--- src/rtl/dncnt_pkg.sv ---
// Shared types and helpers for the dncnt loadable down counter.
package dncnt_pkg;

  localparam int DNBND_DEF = 15;

  typedef enum logic [1:0] {
    ST_IDLE = 2'd0,
    ST_RUN  = 2'd1,
    ST_DONE = 2'd2
  } state_t;

  function automatic int cnt_w(input int bnd);
    return (bnd < 1) ? 1 : $clog2(bnd + 1);
  endfunction

endpackage

--- src/rtl/dncnt.sv ---
// Loadable down counter/timer with one-cycle done pulse.
// Optional auto-reload mode enabled by defining DNCNT_RELOAD_EN.
module dncnt
  import dncnt_pkg::*;
#(
  parameter int  DNBND = DNBND_DEF,
  localparam int W     = cnt_w(DNBND)
) (
  input  logic         i_clk,
  input  logic         i_rst,
  input  logic         i_start,
  input  logic [W-1:0] i_ld_val,
  input  logic         i_en,
  input  logic         i_clr,
  output logic [W-1:0] o_cnt,
  output logic         o_busy,
  output logic         o_done
);

  localparam logic [W-1:0] BND = W'(DNBND);

  state_t       state, nxt_state;
  logic [W-1:0] nxt_cnt;
  logic [W-1:0] ld_val;
  logic         nxt_done;
  logic         ld;

  assign ld_val = (i_ld_val > BND) ? BND : i_ld_val;

`ifdef DNCNT_RELOAD_EN
  logic [W-1:0] reload_q;

  always_ff @(posedge i_clk or posedge i_rst) begin
    if (i_rst)   reload_q <= '0;
    else if (ld) reload_q <= ld_val;
  end
`endif

  always_comb begin
    nxt_state = state;
    nxt_cnt   = o_cnt;
    nxt_done  = 1'b0;
    ld        = 1'b0;
    if (i_clr) begin
      nxt_state = ST_IDLE;
      nxt_cnt   = '0;
    end else begin
      case (state)
        ST_IDLE: begin
          if (i_start) begin
            nxt_state = ST_RUN;
            nxt_cnt   = ld_val;
            ld        = 1'b1;
          end
        end
        ST_RUN: begin
          if (i_en) begin
            if (o_cnt != '0) begin
              nxt_cnt = o_cnt - 1'b1;
            end else begin
`ifdef DNCNT_RELOAD_EN
              // Reload in place; the pulse marks the wrap instead of a DONE state.
              nxt_cnt  = reload_q;
              nxt_done = 1'b1;
`else
              nxt_state = ST_DONE;
              nxt_done  = 1'b1;
`endif
            end
          end
        end
        ST_DONE: begin
          if (i_start) begin
            nxt_state = ST_RUN;
            nxt_cnt   = ld_val;
            ld        = 1'b1;
          end else begin
            nxt_state = ST_IDLE;
          end
        end
        default: begin
          nxt_state = ST_IDLE;
          nxt_cnt   = '0;
        end
      endcase
    end
  end

  always_ff @(posedge i_clk or posedge i_rst) begin
    if (i_rst) begin
      state  <= ST_IDLE;
      o_cnt  <= '0;
      o_busy <= 1'b0;
      o_done <= 1'b0;
    end else begin
      state  <= nxt_state;
      o_cnt  <= nxt_cnt;
      o_busy <= (nxt_state == ST_RUN);
      o_done <= nxt_done;
    end
  end

endmodule
--- config.mk ---
export PLATFORM = sky130hd
export DESIGN_NAME = dncnt
export DESIGN_NICKNAME = d
export VERILOG_FILES = /design/src/rtl/dncnt_pkg.sv /design/src/rtl/dncnt.sv
export SDC_FILE = /design/constraint.sdc
export NUM_CORES = 1
export LEC_CHECK = 0
export ABC_AREA = 1
export BUFFER_PORTS_ARGS = -buffer_cell sky130_fd_sc_hd__buf_2
export CORE_AREA = 8 8 45 47
export DETAILED_ROUTE_END_ITERATION = 7
export DIE_AREA = 0 0 53 55
export PLACE_DENSITY = 0.54
export SKIP_CTS_REPAIR_TIMING = 1
export SLEW_MARGIN = 20
export SYNTH_ARGS = -nofsm -noshare
export SYNTH_HDL_FRONTEND = slang
export SYNTH_SLANG_ARGS = --single-unit
--- constraint.sdc ---
create_clock -name i_clk -period 3.3 [get_ports i_clk]
set_input_delay 0.66 -clock i_clk [delete_from_list [all_inputs] [get_ports i_clk]]
set_output_delay 0.66 -clock i_clk [all_outputs]
set_load 0.03 [all_outputs]
==> impl_results.md <==
* Die width at 53 µm
* GR Util All Layers at 9.23%
* Reg-to-reg setup timing slack at 2.01 ns
* Layout area overhead at 25.7%
* Register clock-pin slew on the reported worst setup and hold paths at 0.05 ns
* Detailed Place HPWL at 875 µm
* RD Place Congestion at 0.780
* Clk sink count at 8
* Final clock skew at 0.00267 ns
* NumNets Final at 89
* Tcrit/Tclk final at 47.7%
* Global-route wire length before repair at 1920 µm
* Drt first pass iters at 4
* Number of I/O pins at 15
* Synth Warn # at 0
* Outcome: completed
* P per Cell Area at 510 nW/µm²
* Vias at 445
* Slowest CP cell: dfrtp_1
* WL/cell at 11.9 µm
* Ant diodes at 0
* Bufs and invs on worst path at 1
* Worst EP required at 2.64 ns
* Commonest non-fill, non-tap cell in the layout: nand2_1
* Rows at 14
* Cell area after synthesis at between 400 and 500 µm²
* Vias in the first global route at 446
* Relative slew margins at 78.7%
* Max frequency at 635 MHz
* Core area at 1380 µm²
* Final Hold Viols at 0
* Yosys reg bits at 8
* CTS tree: yes
* Grt total ovfl at 0
* Die Y at 55 µm
* Fraction of layout cells with a size suffix above 1 at approximately a quarter
* Critical path launch point type: register
* DRC at 0
* Crit path kind: reg -> out
* Avg Vias per Cell at about 4.8
* VDD IR max at 0.147 mV
* Antenna violations before repair at 0
* Antenna viol nets, final at 0
* Mapped Cells at 60
* CTS HTree Levels at 1
* Initial core utilization at 31.6%
* # setup viols final at 0
* RSZ-0062 raised after global routing: no
* Critical path capture point type: output port
* Clock insertion delay at the later pin of the skew report at roughly 0.25 ns
* Minimum clock period after layout at 1.57 ns
* Max Cap Viol at 0
* Synthesized net count at 70
* Distinct cells, synth at 14
* First DRT Iteration DRCs at 10
* Slew Viols, Final at 0
* Hold Crit Class: in -> async
* Max stage delay on crit path at 0.43 ns
* Pleak at between 0.0003 and 0.0004 µW
* CTS buffer count at 3
* Mapped Avg Cell Area at approximately 7.3 µm²
* Tot Pwr at 281 µW
* Worst-Margin Slew at 0.316 ns
* Die area at between 2000 and 3000 µm²
* Largest net degree at the start of global routing at 9
* Post-synthesis sequential area ratio at a little under half
* TNS Setup at 0 ns
* Worst path cell trace: buf_2
* Max Root-Sink Buffers at 2
* Clock root cell: clkbuf_4
* Buffers on Ports at 14
* Most frequent cells in the layout: 22 x nand2_1, 14 x buf_2, 8 x dfrtp_1
* WP data arrival at 0.91 ns
* Routed WL at 1110 µm
* CP top delay family: flip-flops
* Crit path max fanout at 5
## cell families (layout without fill, tap and decap cells)
logic type	Yosys count	after routing	share of synthesized area, %
xor gates and xnor gates	1	1	2.00
buffers and inverters	8	25	6.86
AOI/OAI and AO/OA	9	9	10.3
adders and majority gates	1	1	2.86
DFF	8	8	45.7
and+or+nand+nor	33	33	32.3
## flip-flops by register name, indices dropped and copies added (netlist names)
name / flops
o_busy: 1
o_done: 1
o_cnt: 4
state: 2
## through the flow
step / worst slack (ns) / hold slack (ns) / util (%) / std cells / cell area [µm²]
final: 1.73 / 0.347 / 39.8 / 93 / 551
after floorplan: 1.91 / 0.476 / - / 60 / 438
after CTS: 1.72 / 0.355 / 39.8 / 93 / 551
after global placement: 1.90 / 0.523 / 38.2 / 90 / 528
after global routing: 1.66 / 0.377 / 39.8 / 93 / 551
after detailed placement: 1.87 / 0.527 / 38.2 / 90 / 528
## path summary, 6_finish.rpt
path / startpoint / to / cells past startpoint
max reg2reg: o_cnt[0] / o_cnt[0] / 7
min in group i_clk: o_cnt[0] / o_cnt[0] / 2
min reg2reg: o_cnt[0] / o_cnt[0] / 2
max in group asynchronous: i_rst / state[0] / 2
min: i_rst / o_cnt[3] / 2
max: o_cnt[2] / o_cnt[2] / 1
## per-layer routing
metal / GRT usage [%] / routed length, µm / up-vias / share of wire, %
met3: 3.21 / 95 / 2 / 8.6
met4: 9.05 / 31 / 0 / 2.8
li1: - / - / 230 / -
met2: 13.1 / 484 / 12 / 44
met1: 10.5 / 494 / 201 / 45
met5: 0 / 0 / - / 0
## Yosys cell counts
cell     instances  area (µm²)
nand2_2          1        6.26
xnor2_1          1        8.76
nor3_1           2        10.0
nand3_1          3        15.0
a21oi_1          3        15.0
nand4_1          1        6.26
o21ai_0          6        30.0
nor2_1           3        11.3
inv_1            7        26.3
inv_2            1        3.75
nor3_2           1        10.0
dfrtp_1          8         200
nand2_1         22        82.6
ha_1             1        12.5
## layout make-up
| class | instances | area [µm²] |
|---|---|---|
| clock buffers | 3 | 22.5 |
| well taps | 16 | 20.0 |
| fillers | 153 | 833 |
| flip-flops and latches | 8 | 200 |
| inverters | 8 | 30.0 |
| multi-input cells | 44 | 208 |
| repair buffers | 14 | 70.1 |
## report_power, final
group | switching (µW) | total [µW] | leakage (µW) | internal (µW)
Sequential | 10.2 | 118 | 0.000105 | 108
Clock | 32.4 | 74.0 | 0.0000138 | 41.6
Combinational | 58.8 | 88.3 | 0.000190 | 29.5
(Power assumes the default switching activity.)
